==> src/rtl/fb_reader.sv <==
// fb_reader: fetches one YCbCr 4:2:2 frame over AXI4 INCR bursts and streams it as 16-bit pixels.
// Latency: start -> AR valid after one WAIT cycle; an accepted beat shows at pix_valid_o next cycle.
// Backpressure: pix_ready_i low holds the head pixel; a burst is issued only once it fits the FIFO.

module fb_fifo #(
    parameter int W     = 32,
    parameter int DEPTH = 8
) (
    input  logic                     clk_i,
    input  logic                     rst_n_i,
    input  logic                     wr_vld_i,
    input  logic [W-1:0]             wr_dat_i,
    input  logic                     rd_pop_i,
    output logic [W-1:0]             rd_dat_o,
    output logic                     empty_o,
    output logic [$clog2(DEPTH):0]   count_o
);
    localparam int AW = $clog2(DEPTH);

    logic [W-1:0]  mem_q [DEPTH];
    logic [AW-1:0] wr_ptr_q, wr_ptr_d, rd_ptr_q, rd_ptr_d;
    logic [AW:0]   count_q, count_d;

    always_comb begin
        wr_ptr_d = wr_ptr_q + AW'(wr_vld_i);
        rd_ptr_d = rd_ptr_q + AW'(rd_pop_i);
        count_d  = count_q + (AW+1)'(wr_vld_i) - (AW+1)'(rd_pop_i);
    end

    always_ff @(posedge clk_i) begin
        if (!rst_n_i) begin
            wr_ptr_q <= '0;
            rd_ptr_q <= '0;
            count_q  <= '0;
        end else begin
            wr_ptr_q <= wr_ptr_d;
            rd_ptr_q <= rd_ptr_d;
            count_q  <= count_d;
        end
    end

    // Storage needs no reset; emptiness is tracked by count_q alone.
    always_ff @(posedge clk_i) begin
        if (wr_vld_i) mem_q[wr_ptr_q] <= wr_dat_i;
    end

    assign rd_dat_o = mem_q[rd_ptr_q];
    assign empty_o  = (count_q == '0);
    assign count_o  = count_q;
endmodule

module fb_reader #(
    parameter logic [31:0] BASE_ADDR  = 32'h0000_0000,
    parameter int          PIXELS     = 640*480,
    parameter int          BURST_LEN  = 16,
    parameter int          FIFO_DEPTH = 64
) (
    input  logic        clk_i,
    input  logic        rst_n_i,
    input  logic        start_i,
    output logic        busy_o,
    output logic        frame_done_o,
    output logic        err_o,
    output logic [31:0] araddr_o,
    output logic [7:0]  arlen_o,
    output logic [2:0]  arsize_o,
    output logic [1:0]  arburst_o,
    output logic        arvalid_o,
    input  logic        arready_i,
    input  logic [31:0] rdata_i,
    input  logic [1:0]  rresp_i,
    input  logic        rlast_i,
    input  logic        rvalid_i,
    output logic        rready_o,
    output logic [15:0] pix_o,
    output logic        pix_valid_o,
    input  logic        pix_ready_i
);
    localparam int WORDS  = PIXELS / 2;
    localparam int BURSTS = WORDS / BURST_LEN;
    localparam int BIDX_W = (BURSTS > 1) ? $clog2(BURSTS) : 1;
    localparam int BEAT_W = (BURST_LEN > 1) ? $clog2(BURST_LEN) : 1;
    localparam int CNT_W  = $clog2(FIFO_DEPTH) + 1;

    typedef enum logic [1:0] {S_IDLE, S_WAIT, S_ADDR, S_DATA} state_t;

    state_t             state_q, state_d;
    logic [BIDX_W-1:0]  burst_idx_q, burst_idx_d;
    logic [BEAT_W-1:0]  beat_cnt_q, beat_cnt_d;
    logic               err_q, err_d;
    logic               hsel_q, hsel_d;

    logic               beat_fire, last_beat, last_burst, pix_fire;
    logic               fifo_empty;
    logic [CNT_W-1:0]   fifo_count;
    logic [31:0]        fifo_head;

    assign beat_fire  = rvalid_i & rready_o;
    assign last_beat  = (beat_cnt_q == BEAT_W'(BURST_LEN - 1));
    assign last_burst = (burst_idx_q == BIDX_W'(BURSTS - 1));
    assign pix_fire   = pix_valid_o & pix_ready_i;

    always_ff @(posedge clk_i) begin
        if (!rst_n_i) begin
            state_q     <= S_IDLE;
            burst_idx_q <= '0;
            beat_cnt_q  <= '0;
            err_q       <= 1'b0;
            hsel_q      <= 1'b0;
        end else begin
            state_q     <= state_d;
            burst_idx_q <= burst_idx_d;
            beat_cnt_q  <= beat_cnt_d;
            err_q       <= err_d;
            hsel_q      <= hsel_d;
        end
    end

    always_comb begin
        state_d     = state_q;
        burst_idx_d = burst_idx_q;
        beat_cnt_d  = beat_cnt_q;
        case (state_q)
            S_IDLE: if (start_i) begin
                burst_idx_d = '0;
                state_d     = S_WAIT;
            end
            // Reserving a whole burst of space here keeps DATA from ever overflowing.
            S_WAIT: if (fifo_count <= CNT_W'(FIFO_DEPTH - BURST_LEN)) state_d = S_ADDR;
            S_ADDR: if (arready_i) state_d = S_DATA;
            S_DATA: if (rvalid_i) begin
                if (last_beat) begin
                    beat_cnt_d = '0;
                    if (last_burst) begin
                        state_d = S_IDLE;
                    end else begin
                        burst_idx_d = burst_idx_q + BIDX_W'(1);
                        state_d     = S_WAIT;
                    end
                end else begin
                    beat_cnt_d = beat_cnt_q + BEAT_W'(1);
                end
            end
            default: state_d = S_IDLE;
        endcase
        err_d  = err_q | (beat_fire & ((rresp_i != 2'b00) | (rlast_i != last_beat)));
        hsel_d = hsel_q ^ pix_fire;
    end

    always_comb begin
        arvalid_o    = (state_q == S_ADDR);
        rready_o     = (state_q == S_DATA);
        busy_o       = (state_q != S_IDLE);
        frame_done_o = (state_q == S_DATA) & rvalid_i & last_beat & last_burst;
    end

    assign araddr_o  = BASE_ADDR + 32'(burst_idx_q) * 32'(BURST_LEN * 4);
    assign arlen_o   = 8'(BURST_LEN - 1);
    assign arsize_o  = 3'b010;
    assign arburst_o = 2'b01;
    assign err_o     = err_q;

    fb_fifo #(.W(32), .DEPTH(FIFO_DEPTH)) u_fifo (
        .clk_i    (clk_i),
        .rst_n_i  (rst_n_i),
        .wr_vld_i (beat_fire),
        .wr_dat_i (rdata_i),
        .rd_pop_i (pix_fire & hsel_q),
        .rd_dat_o (fifo_head),
        .empty_o  (fifo_empty),
        .count_o  (fifo_count)
    );

    // Gate the head so an empty FIFO shows a clean zero instead of stale storage.
    assign pix_valid_o = ~fifo_empty;
    assign pix_o       = fifo_empty ? 16'h0 : (hsel_q ? fifo_head[31:16] : fifo_head[15:0]);
endmodule
==> config.mk <==
export PLATFORM = sky130hd
export DESIGN_NAME = fb_reader
export DESIGN_NICKNAME = d
export VERILOG_FILES = /design/src/rtl/fb_reader.sv
export SDC_FILE = /design/constraint.sdc
export NUM_CORES = 2
export LEC_CHECK = 0
export CAP_MARGIN = 5
export CORE_ASPECT_RATIO = 2
export CORE_MARGIN = 2
export CORE_UTILIZATION = 55
export CTS_CLUSTER_DIAMETER = 100
export DETAILED_ROUTE_END_ITERATION = 16
export GPL_TIMING_DRIVEN = 0
export PLACE_DENSITY = 0.71
export SLEW_MARGIN = 40
export SYNTH_ARGS = -nofsm -noshare
export SYNTH_HDL_FRONTEND = slang
export SYNTH_SLANG_ARGS = --single-unit
==> constraint.sdc <==
create_clock -name clk_i -period 6.15 [get_ports clk_i]
set_input_delay 1.23 -clock clk_i [delete_from_list [all_inputs] [get_ports clk_i]]
set_output_delay 1.23 -clock clk_i [all_outputs]
set_load 0.01 [all_outputs]
; ---- After elaboration in Yosys (flattened, before gate mapping)
; Memory sizes are Yosys's and may differ from the RTL's. A register that Yosys moved wholly into a read port is not among the register bits.
; Cells that the tools add are included.
[word_totals]
word_cells = 64
regBits = 41
memories = 1
mem_bits_rw = 2048
output_inout_bits = 67
[op_classes]
n_reduce_logical = 8
bitwise = 10
add_sub_neg = 6
n_mux = 18
n_lt_le_gt_ge = 1
eq_ne = 12
[memory_table]
columns = memory, words, word_bits, rd, rd_clocked_by_memory_dff, wr, line
row1 = u_fifo.mem_q, 64, 32, 1, 1, 1, 20  ; logic [W-1:0] mem_q [DEPTH];
[op_table]
columns = op, n
row1 = 14-bit two-way mux, 4
row2 = 16-bit two-way mux, 2
row3 = 14-bit case mux with 2 select lines, 1
row4 = "14-bit by 1-bit adder with 14-bit output, second input constant", 1
row5 = "14-bit equality test, second input constant", 1
row6 = 6-bit by 1-bit adder with 6-bit output, 2
row7 = 2-bit two-way mux, 5
row8 = 5-bit AND reduction, 2
row9 = "2-bit inequality test, second input constant", 4
row10 = 2-bit case mux with 4 select lines, 1
row11 = 7-bit by 1-bit adder with 7-bit output, 1
row12 = "7-bit by 6-bit <= comparator with 1-bit output, second input constant", 1
row13 = 7-bit logical NOT, 1
row14 = 7-bit by 1-bit subtractor with 7-bit output, 1
row15 = 1-bit bitwise AND, 6
row16 = 6-bit two-way mux, 1
row17 = 2-bit nonzero test, 3
row18 = "4-bit by 1-bit adder with 4-bit output, second input constant", 1
row19 = "2-bit equality test, second input constant", 2
row20 = "4-bit equality test, second input constant", 1
row21 = 4-bit two-way mux, 1
row22 = "2-bit by 1-bit inequality test with 1-bit output, second input constant", 2
row23 = 1-bit two-way mux, 3
row24 = "2-bit by 1-bit equality test with 1-bit output, second input constant", 1
row25 = other kinds (6), 7

; ---- Logic depth before layout (Yosys ltp)
[logic_depth]
depth_word = 6
ltp_mapped = 17
depth_no_buf = 17

; ---- Hierarchy
; Synthesis repeated with hierarchy kept, for this count alone.
[unflattened]
cells_unflattened = 3682
hier_area_um2 = 80688.6
[modules_own_cells]
columns = mod, cells_each, area_per_inst_um2, instances, seq_area_each_um2
row1 = fb_fifo, 3447, 78804.3, 1, 61879.3
row2 = fb_reader, 235, 1884.3, 1, 440.4

; ---- Worst setup path after synthesis
; Ideal clock, no wire load.
[synth_path]
path_type = in2reg
from = input port rvalid_i
to = memory u_fifo.mem_q[62][0] (enable)
arrival_ns = 3.185
required_time_ns = 5.729
setup_ns = 0.421
stages = 4
setup_slack_ns = 2.544
n_path_buf = 0
cell_sequence = nand2_1 > nor2_1 > nand3_1 > nor2_1
[synth_via]
elab_chain_len = 3
[synth_rtl]
columns = item, line
row1 = "start, declared", 73  ; input logic rvalid_i,
row2 = 1-bit bitwise AND, 98  ; assign beat_fire = rvalid_i & rready_o;
row3 = 1-bit two-way mux, 44  ; if (wr_vld_i) mem_q[wr_ptr_q] <= wr_dat_i;
row4 = 1-bit two-way mux (not written as such), 44
row5 = "end, declared", 20
; Every way passes these cells.

==> metrics <==
status finished, violations left; failing checks design-rule violations, negative setup slack; setup ws final -0.127 ns; Final HPWL DP 178000 um; ys async rst share 0%; Synth Flop Type edfxtp_1; layout cells sized above 1 24.6%; WL final 254000 um; Fmax 0.159 GHz; Tmin final 6.28 ns; DRT iter0 DRCs 6157; most frequent cells in the layout edfxtp_1 (2048), mux2i_1 (462), mux4_2 (320); min-delay src err_o$_SDFF_PN0_; gr usage total 34.0%; PwrDens 338 mW/mm^2; type of origin of the critical path register; Worst Skew 0.0418 ns; sequential power share 49.0%; Cell Area, Synth 0.0812 mm^2; die area 0.151 mm^2; RePlAce Congestion 1.00; via/cell ratio 6.75; CP required 4.92 ns; Post-CTS Setup Bufs 0; Logic pwr share 16.4%; Synth-to-Final Area Change 16.5%; worst hold stages 1; Mean Syn Cell Area 20.1 um^2; Slew headroom 36.8%; clk root buf clkbuf_16; Netlist cell types 51; Worst-Skew Late Latency 0.84 ns; antenna-violating nets left 0; num ports 108; port bufs 76; delay-heaviest family, CP buffers and inverters; # clock sinks 2089; HP Class reg -> reg; period utilization 102%; crit-path cells buf_4 -> buf_2 -> buf_4 -> buf_2 -> mux4_2 -> mux2i_1 -> nand2_1 -> a31oi_1 -> o22ai_1 -> clkdlybuf4s50_1; Crit. End Element output pin; commonest non-fill, non-tap cell in the layout edfxtp_1; overflow left after global routing 0; global-route wire length before repair 345000 um; Core ar. 0.147 mm^2; worst-path fanout max 10; via count 44400; static leakage 28.9 nW; Initial Util 55.3%; CTS tree done; CP arrival 5.05 ns; max-slew violation count 0; Slowest-stage cell, CP clkdlybuf4s50_1; NetSw 0.00839 W; H-tree depth 4; Post-synth EDFFs 2048; placed cell area 0.0888 mm^2; Max Cap Viol 0; clk buf depth 4; slew at the pin closest to its max-slew limit 0.947 ns; row count 199; Crit Path Class reg -> out; Worst R2R Start u_fifo.count_o[2]$_SDFF_PN0_; area of the multi-input gates 0.0183 mm^2; DIE WIDTH 276 um; clock power share 34.6%; Ys Warns 0; Critical Path Max Stage Delay 0.55 ns; Internal 0.0236 W; vias in the first global route 44100; Residual DRC 14; WP depth 10; NumNets Final 4590; dpl ws 0.283 ns; largest net degree at the start of global routing 65; register area 0.0623 mm^2; Yosys reg bits 2089; sequential-to-total area share from yosys stat 76.7%; Sw Ratio 26.3%; worst hold slack 0.483 ns; origin of the worst setup path u_fifo.rd_ptr_q[1]$_SDFF_PN0_; Inserted Clock Buffers 172; initial antenna violation count 21; final hold vios 0; hold buffer count at CTS 0; Filler cells 9535; # setup viols final 13; peak supply drop 268 uV; WL/cell 38.6 um; design area 0.0946 mm^2; clock-pin slew of the registers on the worst-case setup and hold paths 0.08 ns; DRT Pass-1 Iters 12; Synth Instances 4047; WP buf/inv 5; die height 547 um; R2R depth 17
cell families after synthesis:
group	synth area share, %
XOR/XNOR	0.259
flip-flops	76.7
buffers and inverters	1.99
other	0.00925
adder cells (fa/ha/maj)	0.379
multiplexers	14.8
AND/OR/NAND/NOR	2.03
AO/OA/AOI/OAI	3.80
final timing paths:
kind	slack (ns)	endpoint
max	-0.13	pix_o[4]
min	0.48	err_o$_SDFF_PN0_
max reg2reg	1.86	u_fifo.count_o[6]$_SDFF_PN0_
min reg2reg	0.48	err_o$_SDFF_PN0_
power groups by stage:
stage | Sequential (W) | Clock, W | Combinational (W)
CTS | 0.0157 | 0.0111 | 0.00506
floorplan | 0.0160 | 0 | 0.00263
finish | 0.0157 | 0.0110 | 0.00524
detailed placement | 0.0160 | 0 | 0.00499
global route | 0.0157 | 0.0115 | 0.00530
global placement | 0.0160 | 0 | 0.00469
metal layers:
metal  part of all wire, %  GRT usage [%]  wire, um  vias up
li1                      -              -         -    17500
met1                    30           37.4     76300    22900
met2                    49           56.0    125000     3041
met3                   9.2           6.93     23300      912
met4                    11           29.6     28400       12
met5                 0.033         0.0325        83        -
cell type report:
class	instances	share of cell area, %
flip-flops and latches	2089	65.9
multi-input cells	1706	19.3
clock buffers	209	4.77
repair buffers	276	4.67
well taps	1909	2.52
plain buffers	260	1.73
clock inverters	98	1.04
inverters	20	0.0793
diodes	8	0.0212
state kept, by name, summed over array words and instances, names as in the netlist:
register         flops
burst_idx_q         14
u_fifo.rd_ptr_q      6
err_o                1
beat_cnt_q           4
u_fifo.mem_q      2048
u_fifo.wr_ptr_q      6
state_q              2
hsel_q               1
u_fifo.count_o       7
worst reg2reg max path, delay by kind of cell, from the launching register on:
kind                     cells  cell delay [ns]
buffers and inverters        3             0.21
flip-flops                   1             0.31
adder cells (fa/ha/maj)      5             1.42
AO/OA/AOI/OAI                4             0.70
AND/OR/NAND/NOR              5             1.54
stage by stage:
| stage | power [W] | instances | setup TNS, ns | utilization, % |
|---|---|---|---|---|
| final | 0.0320 | 6575 | -0.944 | 64.4 |
| after CTS | 0.0318 | 6566 | 0 | 64.4 |
| after floorplan | 0.0186 | 4076 | 0 | - |
| after global routing | 0.0325 | 6571 | -0.00669 | 64.4 |
| after detailed placement | 0.0210 | 6259 | 0 | 60.5 |
| after global placement | 0.0207 | 6061 | -63.16 | 57.5 |
synthesized netlist by cell type, types with 4 or more instances:
library cell,count,share of area (%)
a211oi_1,7,0.065
and2_1,9,0.069
a21oi_1,116,0.71
buf_6,34,0.47
buf_1,22,0.10
ha_1,23,0.35
or4_1,25,0.23
nor2_1,162,0.75
o22ai_1,102,0.79
nand3_1,13,0.080
dfxtp_1,41,1.0
nand2_1,75,0.35
nand2b_1,7,0.054
o211ai_1,15,0.14
xor2_1,17,0.18
buf_4,54,0.50
clkbuf_1,83,0.38
nand4_1,5,0.039
buf_2,66,0.41
a22oi_1,129,1.2
edfxtp_1,2048,76
o21ai_0,14,0.086
inv_1,20,0.092
xnor2_1,7,0.075
mux2i_1,466,5.7
a31oi_1,40,0.31
nand3b_1,4,0.037
nor3_1,28,0.17
mux2_2,14,0.19
a2111oi_0,35,0.38
mux4_2,320,8.9
nor2b_1,12,0.092
what timing repair did:
item                       in CTS  in global routing
pin swaps                       0                  0
gates cloned                    0                  0
setup endpoints to repair      16                 15
gates resized for setup        53                  8
(Power assumes the default switching activity.)
